<file path="src/rtl/cpu_ctrl_pkg.sv">
// cpu_ctrl_pkg: sequencer states, opcode map, instruction classes and ALU operator mapping.
package cpu_ctrl_pkg;
  localparam int OPW = 5;
  localparam int REGSEL = 4;
  typedef enum logic [3:0] {T0, T1, T2, T3, T4, T5, T6, T7, HALT} state_t;
  typedef enum logic [2:0] {K_NOP, K_ALU, K_UN, K_IMM, K_LD, K_ST, K_HALT} kind_t;
  localparam logic [OPW-1:0] OP_LD   = 5'b00000;
  localparam logic [OPW-1:0] OP_ST   = 5'b00010;
  localparam logic [OPW-1:0] OP_ADD  = 5'b00011;
  localparam logic [OPW-1:0] OP_SUB  = 5'b00100;
  localparam logic [OPW-1:0] OP_AND  = 5'b00101;
  localparam logic [OPW-1:0] OP_OR   = 5'b00110;
  localparam logic [OPW-1:0] OP_NOT  = 5'b01000;
  localparam logic [OPW-1:0] OP_NEG  = 5'b01001;
  localparam logic [OPW-1:0] OP_ADDI = 5'b01100;
  localparam logic [OPW-1:0] OP_ANDI = 5'b01101;
  localparam logic [OPW-1:0] OP_HALT = 5'b11011;
  typedef struct packed {
    logic PCout, Zlowout, MDRout, BAout, Cout;
    logic MARin, Zin, PCin, MDRin, IRin, Yin;
    logic IncPC, Read, Write;
    logic Gra, Grb, Grc, Rin, Rout;
    logic [OPW-1:0] Operator;
  } ctrl_t;
  function automatic kind_t kind_of(input logic [OPW-1:0] op);
    case (op)
      OP_ADD, OP_SUB, OP_AND, OP_OR: return K_ALU;
      OP_NOT, OP_NEG:                return K_UN;
      OP_ADDI, OP_ANDI:              return K_IMM;
      OP_LD:                         return K_LD;
      OP_ST:                         return K_ST;
      OP_HALT:                       return K_HALT;
      default:                       return K_NOP;
    endcase
  endfunction
  // Address arithmetic for LD/ST and immediates reuses the ALU add/and codes.
  function automatic logic [OPW-1:0] alu_op(input logic [OPW-1:0] op);
    case (op)
      OP_ADD, OP_SUB, OP_AND, OP_OR: return op;
      OP_NOT:                        return 5'b10001;
      OP_NEG:                        return 5'b10000;
      OP_ADDI, OP_LD, OP_ST:         return OP_ADD;
      OP_ANDI:                       return OP_AND;
      default:                       return '0;
    endcase
  endfunction
endpackage

</file>
<file path="src/rtl/control_sequencer.sv">
// control_sequencer: Moore FSM issuing fetch/execute strobes to the DataPath.
module control_sequencer
  import cpu_ctrl_pkg::*;
(
  input  logic           clk,
  input  logic           clear,
  input  logic [31:0]    ir,
  input  logic           mem_rdy,
  output logic           PCout,
  output logic           Zlowout,
  output logic           MDRout,
  output logic           BAout,
  output logic           Cout,
  output logic           MARin,
  output logic           Zin,
  output logic           PCin,
  output logic           MDRin,
  output logic           IRin,
  output logic           Yin,
  output logic           IncPC,
  output logic           Read,
  output logic           Write,
  output logic           Gra,
  output logic           Grb,
  output logic           Grc,
  output logic           Rin,
  output logic           Rout,
  output logic [OPW-1:0] Operator,
  output logic           Run
);
  state_t state, nxt;
  kind_t k;
  ctrl_t c, g;
  logic [OPW-1:0] aop;
  logic unused_ir;
  assign unused_ir = ^ir[26:0];
  assign k = kind_of(ir[31:27]);
  assign aop = alu_op(ir[31:27]);
  always_ff @(posedge clk or negedge clear)
    if (!clear) state <= T0;
    else state <= nxt;
  always_comb begin
    nxt = state;
    case (state)
      T0: nxt = T1;
      T1: nxt = mem_rdy ? T2 : T1;
      T2: nxt = T3;
      T3: nxt = (k == K_HALT) ? HALT : (k == K_NOP) ? T0 : T4;
      T4: nxt = (k == K_UN) ? T0 : T5;
      T5: nxt = (k == K_LD || k == K_ST) ? T6 : T0;
      T6: nxt = (k == K_LD && !mem_rdy) ? T6 : T7;
      T7: nxt = (k == K_ST && !mem_rdy) ? T7 : T0;
      default: nxt = state;
    endcase
  end
  always_comb begin
    c = '0;
    case (state)
      T0: begin c.PCout = 1'b1; c.MARin = 1'b1; c.IncPC = 1'b1; c.Zin = 1'b1; end
      T1: begin c.Zlowout = 1'b1; c.PCin = 1'b1; c.Read = 1'b1; c.MDRin = 1'b1; end
      T2: begin c.MDRout = 1'b1; c.IRin = 1'b1; end
      T3: begin
        c.Grb = k inside {K_ALU, K_UN, K_IMM, K_LD, K_ST};
        c.Rout = k inside {K_ALU, K_UN, K_IMM};
        c.BAout = k inside {K_LD, K_ST};
        c.Yin = k inside {K_ALU, K_IMM, K_LD, K_ST};
        c.Zin = (k == K_UN);
        c.Operator = (k == K_UN) ? aop : '0;
      end
      T4: begin
        c.Grc = (k == K_ALU);
        c.Rout = (k == K_ALU);
        c.Cout = k inside {K_IMM, K_LD, K_ST};
        c.Zin = (k != K_UN);
        c.Operator = (k == K_UN) ? '0 : aop;
        c.Zlowout = (k == K_UN);
        c.Gra = (k == K_UN);
        c.Rin = (k == K_UN);
      end
      T5: begin
        c.Zlowout = 1'b1;
        c.MARin = k inside {K_LD, K_ST};
        c.Gra = !(k inside {K_LD, K_ST});
        c.Rin = !(k inside {K_LD, K_ST});
      end
      T6: begin
        c.Read = (k == K_LD);
        c.MDRin = 1'b1;
        c.Gra = (k == K_ST);
        c.Rout = (k == K_ST);
      end
      T7: begin
        c.Write = (k == K_ST);
        c.MDRout = (k == K_LD);
        c.Gra = (k == K_LD);
        c.Rin = (k == K_LD);
      end
      default: c = '0;
    endcase
  end
  // Strobes are forced low for as long as clear is held, independent of the clock.
  assign g = clear ? c : '0;
  assign {PCout, Zlowout, MDRout, BAout, Cout, MARin, Zin, PCin, MDRin, IRin, Yin,
          IncPC, Read, Write, Gra, Grb, Grc, Rin, Rout, Operator} = g;
  assign Run = (state != HALT);
endmodule

</file>
<file path="config.mk">
export PLATFORM = sky130hd
export DESIGN_NAME = control_sequencer
export DESIGN_NICKNAME = d
export VERILOG_FILES = /design/src/rtl/cpu_ctrl_pkg.sv /design/src/rtl/control_sequencer.sv
export SDC_FILE = /design/constraint.sdc
export NUM_CORES = 1
export LEC_CHECK = 0
export BUFFER_PORTS_ARGS = -buffer_cell sky130_fd_sc_hd__buf_2
export CAP_MARGIN = 0
export CORE_MARGIN = 1
export CORE_UTILIZATION = 42
export CTS_BUF_LIST = sky130_fd_sc_hd__clkbuf_4 sky130_fd_sc_hd__clkbuf_8
export CTS_CLUSTER_SIZE = 30
export DETAILED_ROUTE_END_ITERATION = 8
export GPL_ROUTABILITY_DRIVEN = 0
export PLACE_DENSITY = 0.85
export SLEW_MARGIN = 20
export SYNTH_ARGS = -nofsm -noshare
export SYNTH_HDL_FRONTEND = slang
export SYNTH_SLANG_ARGS = --single-unit
export TNS_END_PERCENT = 30
</file>
<file path="constraint.sdc">
create_clock -name clk -period 1.7 [get_ports clk]
set_input_delay 0 -clock clk [delete_from_list [all_inputs] [get_ports clk]]
set_output_delay 0 -clock clk [all_outputs]
set_load 0.05 [all_outputs]
</file>
==> results.txt <==
sw frac: 57.3%
Crit path required time: 1.70 ns
HPWL after detailed placement: 2.14 mm
first-pass GRT wire length: 5.12 mm
Area contributors post-synth: dfrtp_1, nor2_1, nor3_1
Clk Latency, worst-skew pair: 0.26 ns
CP max stage delay: 0.42 ns
switching power: 1.23 mW
yosys warns: 0
Yosys top cell area share: 12.1%
Core Box Area: 0.00178 mm^2
failing checks: negative setup slack
Initial Util: 46.5%
largest net degree at the start of global routing: 15
die area: 0.00215 mm^2
Seq/Total Area, Yosys: 12.1%
RSZ-0062 raised after global routing: yes
Layout Skew: 0.0107 ns
Syn-to-layout area delta: 76.7%
crit-path cells: buf_6 -> and2_2 -> o311ai_0 -> a211oi_1 -> o32a_1 -> buf_6
# placed instances: 188
vias in the first global route: 1119
Mean Syn Cell Area: 6.63 um^2
largest registers: state x4
critical path class: reg2out
Total GRT Usage: 33.7%
Detailed Route Iter0 Violations: 90
pwr/cell area: 1470 mW/mm^2
H-tree Lvls: 1
Worst Slack Setup Final: -0.271 ns
library cells used by synthesis: 45
worst-path fanout max: 5
std cell rows: 15
synthesized net count: 160
total overflow reported by the global router: 0
Leakage: 0.636 nW
Antenna Cells: 0
final setup vio count: 13
initial antenna violation count: 0
Post-synth top flop: dfrtp_1
Crit path top cell by count: buf_6
internal power: 0.920 mW
number of synthesized register bits: 4
Longest Clk Path Bufs: 2
Biggest register: state
Non-Filler Instances: 200
CTS clock-pin slew for the worst setup and hold paths: 0.05 ns
Hold Crit Class: in2reg
Seq pwr share: 8.2%
Max VDD drop: 1.24 mV
I/O Buffers: 31
clk sinks: 4
Die X-Extent: 46.4 um
fraction of layout cells with a size suffix above 1: 56.0%
Fmax: 507 MHz
Worst Setup End Kind: primary output
Final Util: 82.1%
crit path DAT: 1.97 ns
die height: 46.4 um
Post-synth ARST share: 100%
Post-synth EDFFs: 0
Post-DRT Antenna Nets: 0
Tcrit/Tclk final: 116%
1st-pass router iterations: 5
post-synthesis cell count: 125
routed via count: 1357
Worst setup SP type: flop
hold slack: 0.0554 ns
Clk pwr share: 6.4%
Final Max Tran Viols: 0
Final min period: 1.97 ns
drt wl/cell: 20.2 um
max cap viols: 0
Vias/cell: 6.79
final hold vios: 0
CTS tree: done
drt drc: 0
final WL: 4.04 mm
CTS root buf: clkbuf_4
max FFs per register: 4
Crit-path slowest cell: dfrtp_1
Comb pwr share: 85.4%
post-synthesis cell area: 828 um^2
outcome: finished, violations left
Synth area leader: dfrtp_1
I/O Pins: 60
Num CTS Buffers: 3
Final nets: 212
## power by group through the flow
stage | combinational (mW) | sequential, mW | clock, mW
3_5_place_dp | 1.36 | 0.163 | 0
6_report | 1.84 | 0.177 | 0.137
4_1_cts | 1.56 | 0.169 | 0.136
3_3_place_gp | 1.31 | 0.157 | 0
2_1_floorplan | 0.991 | 0.170 | 0
5_1_grt | 1.92 | 0.176 | 0.142
## cells in the mapped netlist (all sizes together) (3+ instances only)
master  count
nor4b       3
nor2b       3
a211oi      3
nor4        4
nand2b      4
o21ai       5
nand3b      3
or3         4
buf         6
clkbuf      9
nor2       19
dfrtp       4
nor3       13
nand2       5
a21oi       9
and2        4
## final timing paths
check	startpoint	endpoint	slack [ns]	cells after the start
worst max-delay path	state[1]$_DFFE_PN0P_	Rout	-0.27	6
worst min-delay path	mem_rdy	state[1]$_DFFE_PN0P_	0.06	2
worst max register to register	state[1]$_DFFE_PN0P_	state[1]$_DFFE_PN0P_	0.25	5
worst min register to register	state[3]$_DFFE_PN0P_	state[3]$_DFFE_PN0P_	0.70	2
max in group asynchronous	clear	state[0]$_DFFE_PN0P_	1.19	3
min in group asynchronous	clear	state[2]$_DFFE_PN0P_	0.30	3
## cell usage in the layout, fill, tap and decap left out, types with 3 or more instances in the layout
cell and n:
nor2_4 3, clkbuf_4 3, buf_6 15, nor3_1 9, nor2_1 12, buf_2 14, nor2_2 4, a21oi_1 8
nand2_1 5, nand3b_1 3, nor3_2 4, buf_4 30, dfrtp_1 4, o21ai_0 5
## cell type report
cell class,instances,area [um^2]
timing repair buffer,62,504
tap,25,31.3
sequential,4,100
inverter,2,7.51
fill,87,319
multi-input combinational,104,798
clock buffer,3,22.5
## metal layers
metal	up-vias	wire length (um)	track usage, %
met5	-	0	0
met4	0	208	25.9
met3	35	401	5.49
met2	141	1930	55.8
met1	620	1500	37.9
li1	561	-	-
## cell families (layout without fill, tap and decap cells)
| logic type | Yosys count | count (layout) | synth area share (%) |
|---|---|---|---|
| other | 1 | 1 | 0.453 |
| AOI/OAI and AO/OA | 31 | 31 | 26.3 |
| and+or+nand+nor | 71 | 71 | 50.8 |
| xor gates and xnor gates | 1 | 1 | 1.06 |
| DFF | 4 | 4 | 12.1 |
| buffers and inverters | 17 | 67 | 9.37 |
## metrics by stage
| stage | instance area, um^2 | TNS [ns] | setup WS, ns | total power, mW |
|---|---|---|---|---|
| final | 1460 | -1.41 | -0.271 | 2.15 |
| after floorplan | 876 | -3.80 | -0.654 | 1.16 |
| after CTS | 1350 | -0.687 | -0.182 | 1.86 |
| after global routing | 1460 | -1.88 | -0.327 | 2.24 |
| after detailed placement | 1150 | -0.0733 | -0.0692 | 1.52 |
| after global placement | 1150 | -0.0873 | -0.0769 | 1.47 |
## what timing repair did
action / in CTS / in global routing
endpoints found under the hold margin: 4 / 0
hold buffers: 1 / 0
pin swaps: 8 / 7
setup endpoints to repair: 15 / 19
resized for setup: 36 / 30
setup buffers: 6 / 1
gates cloned: 1 / 0
## worst max-delay path: cells and delay by family, from the launching register on
kind | cells | cell delay (ns)
compound gates | 3 | 0.78
buf+inv | 2 | 0.32
simple gates | 1 | 0.20
flops | 1 | 0.42
No activity file was read; power rests on OpenSTA's default activity.
